[src/rtl/wb_pipe_pkg.sv]
// -----------------------------------------------------------------------------
// wb_pipe_pkg
// Shared types and constants for the Memory->Writeback pipeline boundary.
//   XLEN, NUM_OPS, SRC_W, RD_W : default bundle field widths
//   RES_*                      : result-select encodings
//   wb_bundle_t                : {result_src, reg_write, rd, ops}
//   wb_state_e                 : boundary-register occupancy states
// Related build macro: WB_X0_SUPPRESS_EN (used by wb_stage_skid_reg).
// -----------------------------------------------------------------------------
package wb_pipe_pkg;

   localparam int XLEN    = 32;
   localparam int NUM_OPS = 5;
   localparam int SRC_W   = 3;
   localparam int RD_W    = 5;

   localparam logic [SRC_W-1:0] RES_ALU   = 3'd0;
   localparam logic [SRC_W-1:0] RES_MEM   = 3'd1;
   localparam logic [SRC_W-1:0] RES_PC4   = 3'd2;
   localparam logic [SRC_W-1:0] RES_IMM   = 3'd3;
   localparam logic [SRC_W-1:0] RES_PCIMM = 3'd4;

   typedef struct packed {
      logic [SRC_W-1:0]        result_src;
      logic                    reg_write;
      logic [RD_W-1:0]         rd;
      logic [NUM_OPS*XLEN-1:0] ops;
   } wb_bundle_t;

   typedef enum logic [1:0] {
      EMPTY = 2'd0,
      FULL  = 2'd1,
      SKID  = 2'd2
   } wb_state_e;

endpackage

[src/rtl/wb_stage_ctrl.sv]
// -----------------------------------------------------------------------------
// wb_stage_ctrl
// Occupancy FSM for the Memory->Writeback skid register.
//   CLK, RST     : clock, synchronous active-high reset
//   flush        : drop everything, next state EMPTY
//   acc, drn     : upstream accept / downstream drain this cycle
//   load_out     : capture incoming bundle into OUT
//   load_skd     : capture incoming bundle into SKD
//   out_from_skd : move SKD into OUT
//   ready_M      : registered, low only in SKID
//   valid_W      : registered, high unless EMPTY
// -----------------------------------------------------------------------------
module wb_stage_ctrl
   import wb_pipe_pkg::*;
(
   input  logic CLK,
   input  logic RST,
   input  logic flush,
   input  logic acc,
   input  logic drn,
   output logic load_out,
   output logic load_skd,
   output logic out_from_skd,
   output logic ready_M,
   output logic valid_W
);

   wb_state_e state;
   wb_state_e state_nxt;

   always_comb begin
      state_nxt    = state;
      load_out     = 1'b0;
      load_skd     = 1'b0;
      out_from_skd = 1'b0;
      unique case (state)
         EMPTY: begin
            if (acc) begin
               load_out  = 1'b1;
               state_nxt = FULL;
            end
         end
         FULL: begin
            if (acc && drn) begin
               load_out = 1'b1;
            end else if (acc) begin
               load_skd  = 1'b1;
               state_nxt = SKID;
            end else if (drn) begin
               state_nxt = EMPTY;
            end
         end
         SKID: begin
            if (drn) begin
               out_from_skd = 1'b1;
               state_nxt    = FULL;
            end
         end
         default: state_nxt = EMPTY;
      endcase
      // Flush discards both held bundles and anything arriving this cycle.
      if (flush) begin
         load_out     = 1'b0;
         load_skd     = 1'b0;
         out_from_skd = 1'b0;
         state_nxt    = EMPTY;
      end
   end

   // Handshake outputs are registered from the next state so ready_M never
   // depends combinationally on ready_W.
   always_ff @(posedge CLK) begin
      if (RST) begin
         state   <= EMPTY;
         ready_M <= 1'b1;
         valid_W <= 1'b0;
      end else begin
         state   <= state_nxt;
         ready_M <= (state_nxt != SKID);
         valid_W <= (state_nxt != EMPTY);
      end
   end

endmodule

[src/rtl/wb_stage_skid_reg.sv]
// -----------------------------------------------------------------------------
// wb_stage_skid_reg
// Memory->Writeback boundary register with valid/ready handshake and a
// one-entry skid buffer; ready_M is purely registered.
//   CLK, RST                                   : clock, sync active-high reset
//   flush                                      : discard held/incoming bundles
//   valid_M, ready_M                           : upstream handshake
//   result_src_M, reg_write_M, rd_M, ops_M     : incoming bundle
//   valid_W, ready_W                           : downstream handshake
//   result_src_W, reg_write_W, rd_W, ops_W     : registered bundle
// Build macro WB_X0_SUPPRESS_EN: when defined, a bundle captured with rd==0
// stores reg_write=0 so writeback never sees a write to x0.
// -----------------------------------------------------------------------------
module wb_stage_skid_reg #(
   parameter int XLEN    = 32,
   parameter int NUM_OPS = 5,
   parameter int SRC_W   = 3,
   parameter int RD_W    = 5
) (
   input  logic                    CLK,
   input  logic                    RST,
   input  logic                    flush,
   input  logic                    valid_M,
   output logic                    ready_M,
   input  logic [SRC_W-1:0]        result_src_M,
   input  logic                    reg_write_M,
   input  logic [RD_W-1:0]         rd_M,
   input  logic [NUM_OPS*XLEN-1:0] ops_M,
   output logic                    valid_W,
   input  logic                    ready_W,
   output logic [SRC_W-1:0]        result_src_W,
   output logic                    reg_write_W,
   output logic [RD_W-1:0]         rd_W,
   output logic [NUM_OPS*XLEN-1:0] ops_W
);

   import wb_pipe_pkg::*;

   // Same layout as wb_bundle_t, but sized by this instance's parameters.
   typedef struct packed {
      logic [SRC_W-1:0]        result_src;
      logic                    reg_write;
      logic [RD_W-1:0]         rd;
      logic [NUM_OPS*XLEN-1:0] ops;
   } bundle_t;

   logic    acc;
   logic    drn;
   logic    load_out;
   logic    load_skd;
   logic    out_from_skd;
   logic    we_cap;
   bundle_t in_b;
   bundle_t out_q;
   bundle_t skd_q;

   assign acc = valid_M & ready_M;
   assign drn = valid_W & ready_W;

`ifdef WB_X0_SUPPRESS_EN
   assign we_cap = reg_write_M & (rd_M != '0);
`else
   assign we_cap = reg_write_M;
`endif

   always_comb begin
      in_b            = '0;
      in_b.result_src = result_src_M;
      in_b.reg_write  = we_cap;
      in_b.rd         = rd_M;
      in_b.ops        = ops_M;
   end

   wb_stage_ctrl u_ctrl (
      .CLK          (CLK),
      .RST          (RST),
      .flush        (flush),
      .acc          (acc),
      .drn          (drn),
      .load_out     (load_out),
      .load_skd     (load_skd),
      .out_from_skd (out_from_skd),
      .ready_M      (ready_M),
      .valid_W      (valid_W)
   );

   // Memory -> Writeback boundary: OUT and SKD slots
   always_ff @(posedge CLK) begin
      if (RST) begin
         out_q <= '0;
         skd_q <= '0;
      end else if (flush) begin
         // Payload stays stale; only the write request is killed.
         out_q.reg_write <= 1'b0;
         skd_q.reg_write <= 1'b0;
      end else begin
         if (load_out) begin
            out_q <= in_b;
         end else if (out_from_skd) begin
            out_q <= skd_q;
         end
         if (load_skd) begin
            skd_q <= in_b;
         end
      end
   end

   assign result_src_W = out_q.result_src;
   assign reg_write_W  = out_q.reg_write & valid_W;
   assign rd_W         = out_q.rd;
   assign ops_W        = out_q.ops;

endmodule

[config.mk]
export PLATFORM = sky130hd
export DESIGN_NAME = wb_stage_skid_reg
export DESIGN_NICKNAME = d
export VERILOG_FILES = /design/src/rtl/wb_pipe_pkg.sv /design/src/rtl/wb_stage_ctrl.sv /design/src/rtl/wb_stage_skid_reg.sv
export SDC_FILE = /design/constraint.sdc
export NUM_CORES = 1
export LEC_CHECK = 0
export CAP_MARGIN = 20
export CORE_MARGIN = 4
export CORE_UTILIZATION = 45
export DETAILED_ROUTE_END_ITERATION = 8
export GPL_TIMING_DRIVEN = 1
export PLACE_DENSITY = 0.84
export SLEW_MARGIN = 20
export SYNTH_ARGS = -nofsm -noshare
export SYNTH_HDL_FRONTEND = slang
export SYNTH_SLANG_ARGS = --single-unit
[constraint.sdc]
create_clock -name CLK -period 1.65 [get_ports CLK]
set_clock_uncertainty 0.05 [all_clocks]
set_input_delay 0.495 -clock CLK [delete_from_list [all_inputs] [get_ports CLK]]
set_output_delay 0.495 -clock CLK [all_outputs]
set_load 0.05 [all_outputs]
==> metrics <==
element type at the critical path end primary output; maximum fanout along the worst path 2; final hold violation count 0; post-layout worst setup margin -0.174 ns; height of the die approximately 200 um; Max-cap violations 0; CTS max path bufs 3; internal power component around 0.016 W; slew at the pin closest to its max-slew limit between 0.3 and 0.4 ns; final routed DRC violation total 0; Setup Viol. Count Final 110; Starting Density a little under half; Combinational Power Share between 20% and 30%; pin count of the biggest net entering global routing 65; Power Dens Cells between 900 and 1000 mW/mm^2; Die ar. roughly 0.04 mm^2; result of the run complete, but fails checks; count of antenna-violating nets left after detailed routing 0; top routing layer in use met4; post-synthesis sequential element count 342; final worst-path cycle share 111%; leftover overflow at the end of global routing 0; synthesized area per cell about 8.3 um^2; TritonCTS clock tree built; most area-hungry cell type in the Yosys netlist dfxtp_1; router iterations before antenna repair 6; hold slack just over 0.3 ns; share of total power consumed by net switching between 20 and 30%; Pins Over Slew Limit 0; number of clock sinks roughly 340; number of cell rows 69; worst relative slew slack about 74%; DIE WIDTH about 200 um; Routability Congestion approximately 0.85; initial antenna violation count 4; leakage between 8 and 9 nW; final total negative setup slack -5.04 ns; CP arrival approximately 1.3 ns; wire per inst 24.7 um; CTS Root Buffer Type clkbuf_16; critical setup path kind register to primary output; clock network latency to the later pin of the worst-skew pair 0.52 ns; instance area after placement approximately 0.021 mm^2; number of clock buffers inserted by TritonCTS 38; delay of the slowest critical-path stage 0.35 ns; largest cells by area after synthesis dfxtp_1, o21ai_0, a311oi_1; upper clock frequency limit approximately 550 MHz; number of placed I/O pins roughly 350; placeable core region roughly 0.036 mm^2; count of H-tree levels built during CTS 2; syn nets approximately 2,100; maximum ir drop on the vdd rail approximately 0.00095 V; hold_buf cts 0; final standard cell utilization of the core a little over two thirds; vias post-DR between 15,000 and 20,000; via count of the first global-routing pass 16,141; layout overhead on the synthesized area 53.6%; worst hold path type input port to register; Met2 Routed Length 31,700 um; Crit-path slowest cell dfxtp_4; setup repair after global routing missed its margin true; post-layout min period 1.82 ns; fin nets approximately 2,300; number of instances in the synthesized netlist ~2,000; clock edge transition at the registers on the reported setup and hold paths ~0.06 ns; cells along the critical path buf_6, and2_4, buf_12; sequential group share of total power ~40%; Port Buffer Count around 340; failing checks setup timing; part of the Yosys area used for sequential elements 42.0%; per-cell via count in the routed design 6.64; count of unique library cells instantiated by Yosys 33; ratio of cells with drive above 1 in the final layout between 20% and 30%; first-pass GRT wire length just under 90,000 um; WL met3 5890 um; final instance area ~0.025 mm^2; Clk network pwr share 37.3%; worst endpoint required time 1.10 ns; DRC marker count from the first detailed-route iteration about 2,000; total routing resource utilization after global routing between 20% and 30%; CP Launch Type register; Yosys warning count 0; total length of routed wires 64,800 um; net switching component of the power around 0.0065 W; post-synth top area share a little over two fifths; netlist area before placement roughly 0.016 mm^2; detailed-route wire length on metal 1 ~23,000 um; post-detailed-placement half-perimeter wirelength ~35,000 um
-- cells by family after synthesis --
family | synth area share, %
AOI/OAI and AO/OA | 25.0
buffers and inverters | 14.3
DFF | 42.0
and+or+nand+nor | 18.8
-- cell type report --
cell class                 instances  area, um^2
fill                            2315       10600
tap                              461         577
clock inverter                    10         110
sequential                       342        6930
inverter                           1        3.75
antenna                            6        15.0
multi-input combinational       1208        7890
timing repair buffer             539        8410
clock buffer                      56        1120
-- cells in the mapped netlist --
master     number
nor3_1        168
o21ai_0       336
nor2b_1         1
clkbuf_1      135
nand4bb_1       1
o21ai_1         3
buf_1           7
buf_2          91
a21boi_1        1
dfxtp_1       342
nand3b_1      170
nand3_1       169
a31oi_1         1
inv_1           1
a21bo_1         1
and2_1          1
nand4b_1        1
buf_6           3
o31ai_1         1
a21boi_2        1
buf_4         174
nand4_1         1
clkbuf_2        1
and4b_1         2
o211ai_1        1
a21oi_1       169
o21a_1          1
nand2_1         2
and4_1          1
nand2_2         1
a311oi_1      168
nor2_1          1
and4bb_2        1
-- critical path, delay by kind of cell (launching register included) --
family                 cells  cell delay [ns]
AND/OR/NAND/NOR            1             0.14
flip-flops                 1             0.35
buffers and inverters      2             0.26
-- timing repair --
| action | CTS | global route |
|---|---|---|
| setup endpoints to repair | 163 | 208 |
| pin swaps | 96 | 87 |
| gates cloned | 16 | 37 |
| gates resized for setup | 55 | 256 |
| setup buffers | 17 | 17 |
| hold endpoints to repair | 0 | 0 |
-- power by group through the flow --
stage / Sequential (W) / Combinational [W] / Clock (W)
2_1_floorplan: 0.00893 / 0.00266 / 0
3_3_place_gp: 0.00916 / 0.00448 / 0
5_1_grt: 0.00906 / 0.00539 / 0.00890
6_report: 0.00903 / 0.00522 / 0.00846
3_5_place_dp: 0.00917 / 0.00456 / 0
4_1_cts: 0.00900 / 0.00465 / 0.00849
-- registers in the layout, indices dropped and copies added (netlist names) --
name	count
skd_q	169
out_q	1
u_ctrl.state	2
ops_W	160
u_ctrl.valid_W	1
rd_W	5
result_src_W	3
u_ctrl.ready_M	1
-- per-layer routing --
layer  GRT usage (%)  vias up
met5               0        -
met4            12.7        0
met3            4.56      327
met2            46.3     1311
met1            32.9     8304
li1                -     7480
-- layout by cell type (no fill, tap or decap), drive strengths merged, types with 7 or more instances in the layout --
cell	Yosys	layout
a21oi	169	169
a311oi	168	168
buf	275	343
clkbuf	136	80
clkdlybuf4s50	0	169
dfxtp	342	342
nand2	3	7
nand3	169	169
nand3b	170	170
nor3	168	168
o21ai	339	339
-- final timing paths --
kind / from / endpoint / slack, ns / depth (start not counted)
worst max-delay path: u_ctrl.valid_W / reg_write_W / -0.17 / 3
worst min-delay path: RST / skd_q[114] / 0.30 / 2
worst max register to register: u_ctrl.valid_W / ops_W[117] / -0.17 / 7
worst min register to register: skd_q[143] / skd_q[143] / 0.42 / 2
-- stage by stage --
step	worst slack, ns	total power (W)	instances
2_1_floorplan	-0.00126	0.0116	1957
3_3_place_gp	-0.554	0.0136	2471
3_5_place_dp	-0.659	0.0137	2471
4_1_cts	-0.172	0.0221	2570
5_1_grt	-0.219	0.0234	2621
6_report	-0.174	0.0227	2623
Power figures use the tool's default switching activity.
==> edit (same flow settings) <==
`RD_W` is set to 5 in 2 places; all go to 7.
--- a/src/rtl/wb_pipe_pkg.sv
+++ b/src/rtl/wb_pipe_pkg.sv
@@ -13,5 +13,5 @@
    localparam int NUM_OPS = 5;
    localparam int SRC_W   = 3;
-   localparam int RD_W    = 5;
+   localparam int RD_W    = 7;
 
    localparam logic [SRC_W-1:0] RES_ALU   = 3'd0;
--- a/src/rtl/wb_stage_skid_reg.sv
+++ b/src/rtl/wb_stage_skid_reg.sv
@@ -16,5 +16,5 @@
    parameter int NUM_OPS = 5,
    parameter int SRC_W   = 3,
-   parameter int RD_W    = 5
+   parameter int RD_W    = 7
 ) (
    input  logic                    CLK,
Ports: changed (resized rd_M and rd_W); port bits go from 345 to 349. No check against the original RTL was run, so the function may have changed too.
==> edit against the original RTL <==
The flow still finishes with violations (negative setup slack). Routed wire length is 6.7% lower. Largest power group unchanged. Sequential cell count rose by 4. Setup slack lost 0.031 ns. Hold slack lost 0.070 ns. Power barely moved. Cell area is 1.2% lower. Area after synthesis rose by 4.8%.
==> edit: results (changes against the original RTL) <==
- Status: finished, violations left
- Failing checks: negative setup slack
- NumNets Final: 2,286 (-0.78%)
- Setup violations, final: 169 (+54%)
- ANT cells: 5 (-1)
- Slew @ Worst Pin: 0.539 ns (+0.151 ns)
- First-pass iteration count of the detailed router: 5 (-1)
- Met3 usage: 5.05% (+0.49 points)
- Fillers: 2,633 (+14%)
- Hold Path End: skd_q[145]
- Worst R2R End: ops_W[150]
- Comb_multi_in: 1,217 (+0.75%)
- Leak: 8.11 nW (-3.2%)
- Max rail drop VDD: 0.000653 V (-31%)
- Maximum fanout along the worst path: 9 (+7)
- WHS: 0.233 ns (-0.0698 ns)
- Met2 Use GR: 43.5% (-2.8 points)
- Top cell category: multi-input gates
- First-pass GRT wire length: 89.8 mm (+2.7%)
- Metal3 WL: 5.67 mm (-3.8%)
- Port Buf Inserts: 348 (+1.2%)
- Clock buf/inv share: 5.02% (+0.10 points)
- Setup slack after layout: -0.205 ns (-0.0308 ns)
- Setup TNS: -17.91 ns (-12.87 ns)
- WS Path Type: register to register
- RD Place Congestion: 0.847 (-0.32%)
- Compound-cell area share of the yosys netlist: 27.3% (+2.4 points)
- NonClk Buf Share: 30.9% (-2.6 points)
- TritonCTS buffer count: 39 (+2.6%)
- Postcts setup bufs: 11 (-6)
- Drt initial violations: 1,588 (-21%)
-- edit: changes by cell type after synthesis, sizes merged --
cell / unedited run / this run
clkbuf: 136 / 158
buf: 275 / 258
dfxtp: 342 / 346
o21ai: 339 / 343
a21oi: 169 / 171
a311oi: 168 / 170
nand3: 169 / 171
nand3b: 170 / 172
nor3: 168 / 170
-- edit: worst max-delay path, cell delays in order (launching register included) --
cell	delay, ns
dfxtp_4	0.35
buf_4	0.16
and4b_4	0.35
buf_8	0.17
buf_16	0.12
buf_6	0.13
nand3b_1	0.13
a311oi_2	0.27
-- edit: metrics by stage --
step / cells / utilization, % / power (mW)
after detailed placement: 2534 / 58.7 / 14.0
after global placement: 2534 / 58.7 / 13.9
after CTS: 2626 / 64.0 / 22.6
after floorplan: 1980 / - / 11.9
after global routing: 2653 / 65.9 / 23.3
final: 2653 / 65.9 / 22.7
-- edit: report_power, final --
group	internal (mW)	switching, mW
Sequential	8.78	0.395
Clock	4.94	3.58
Combinational	2.36	2.65
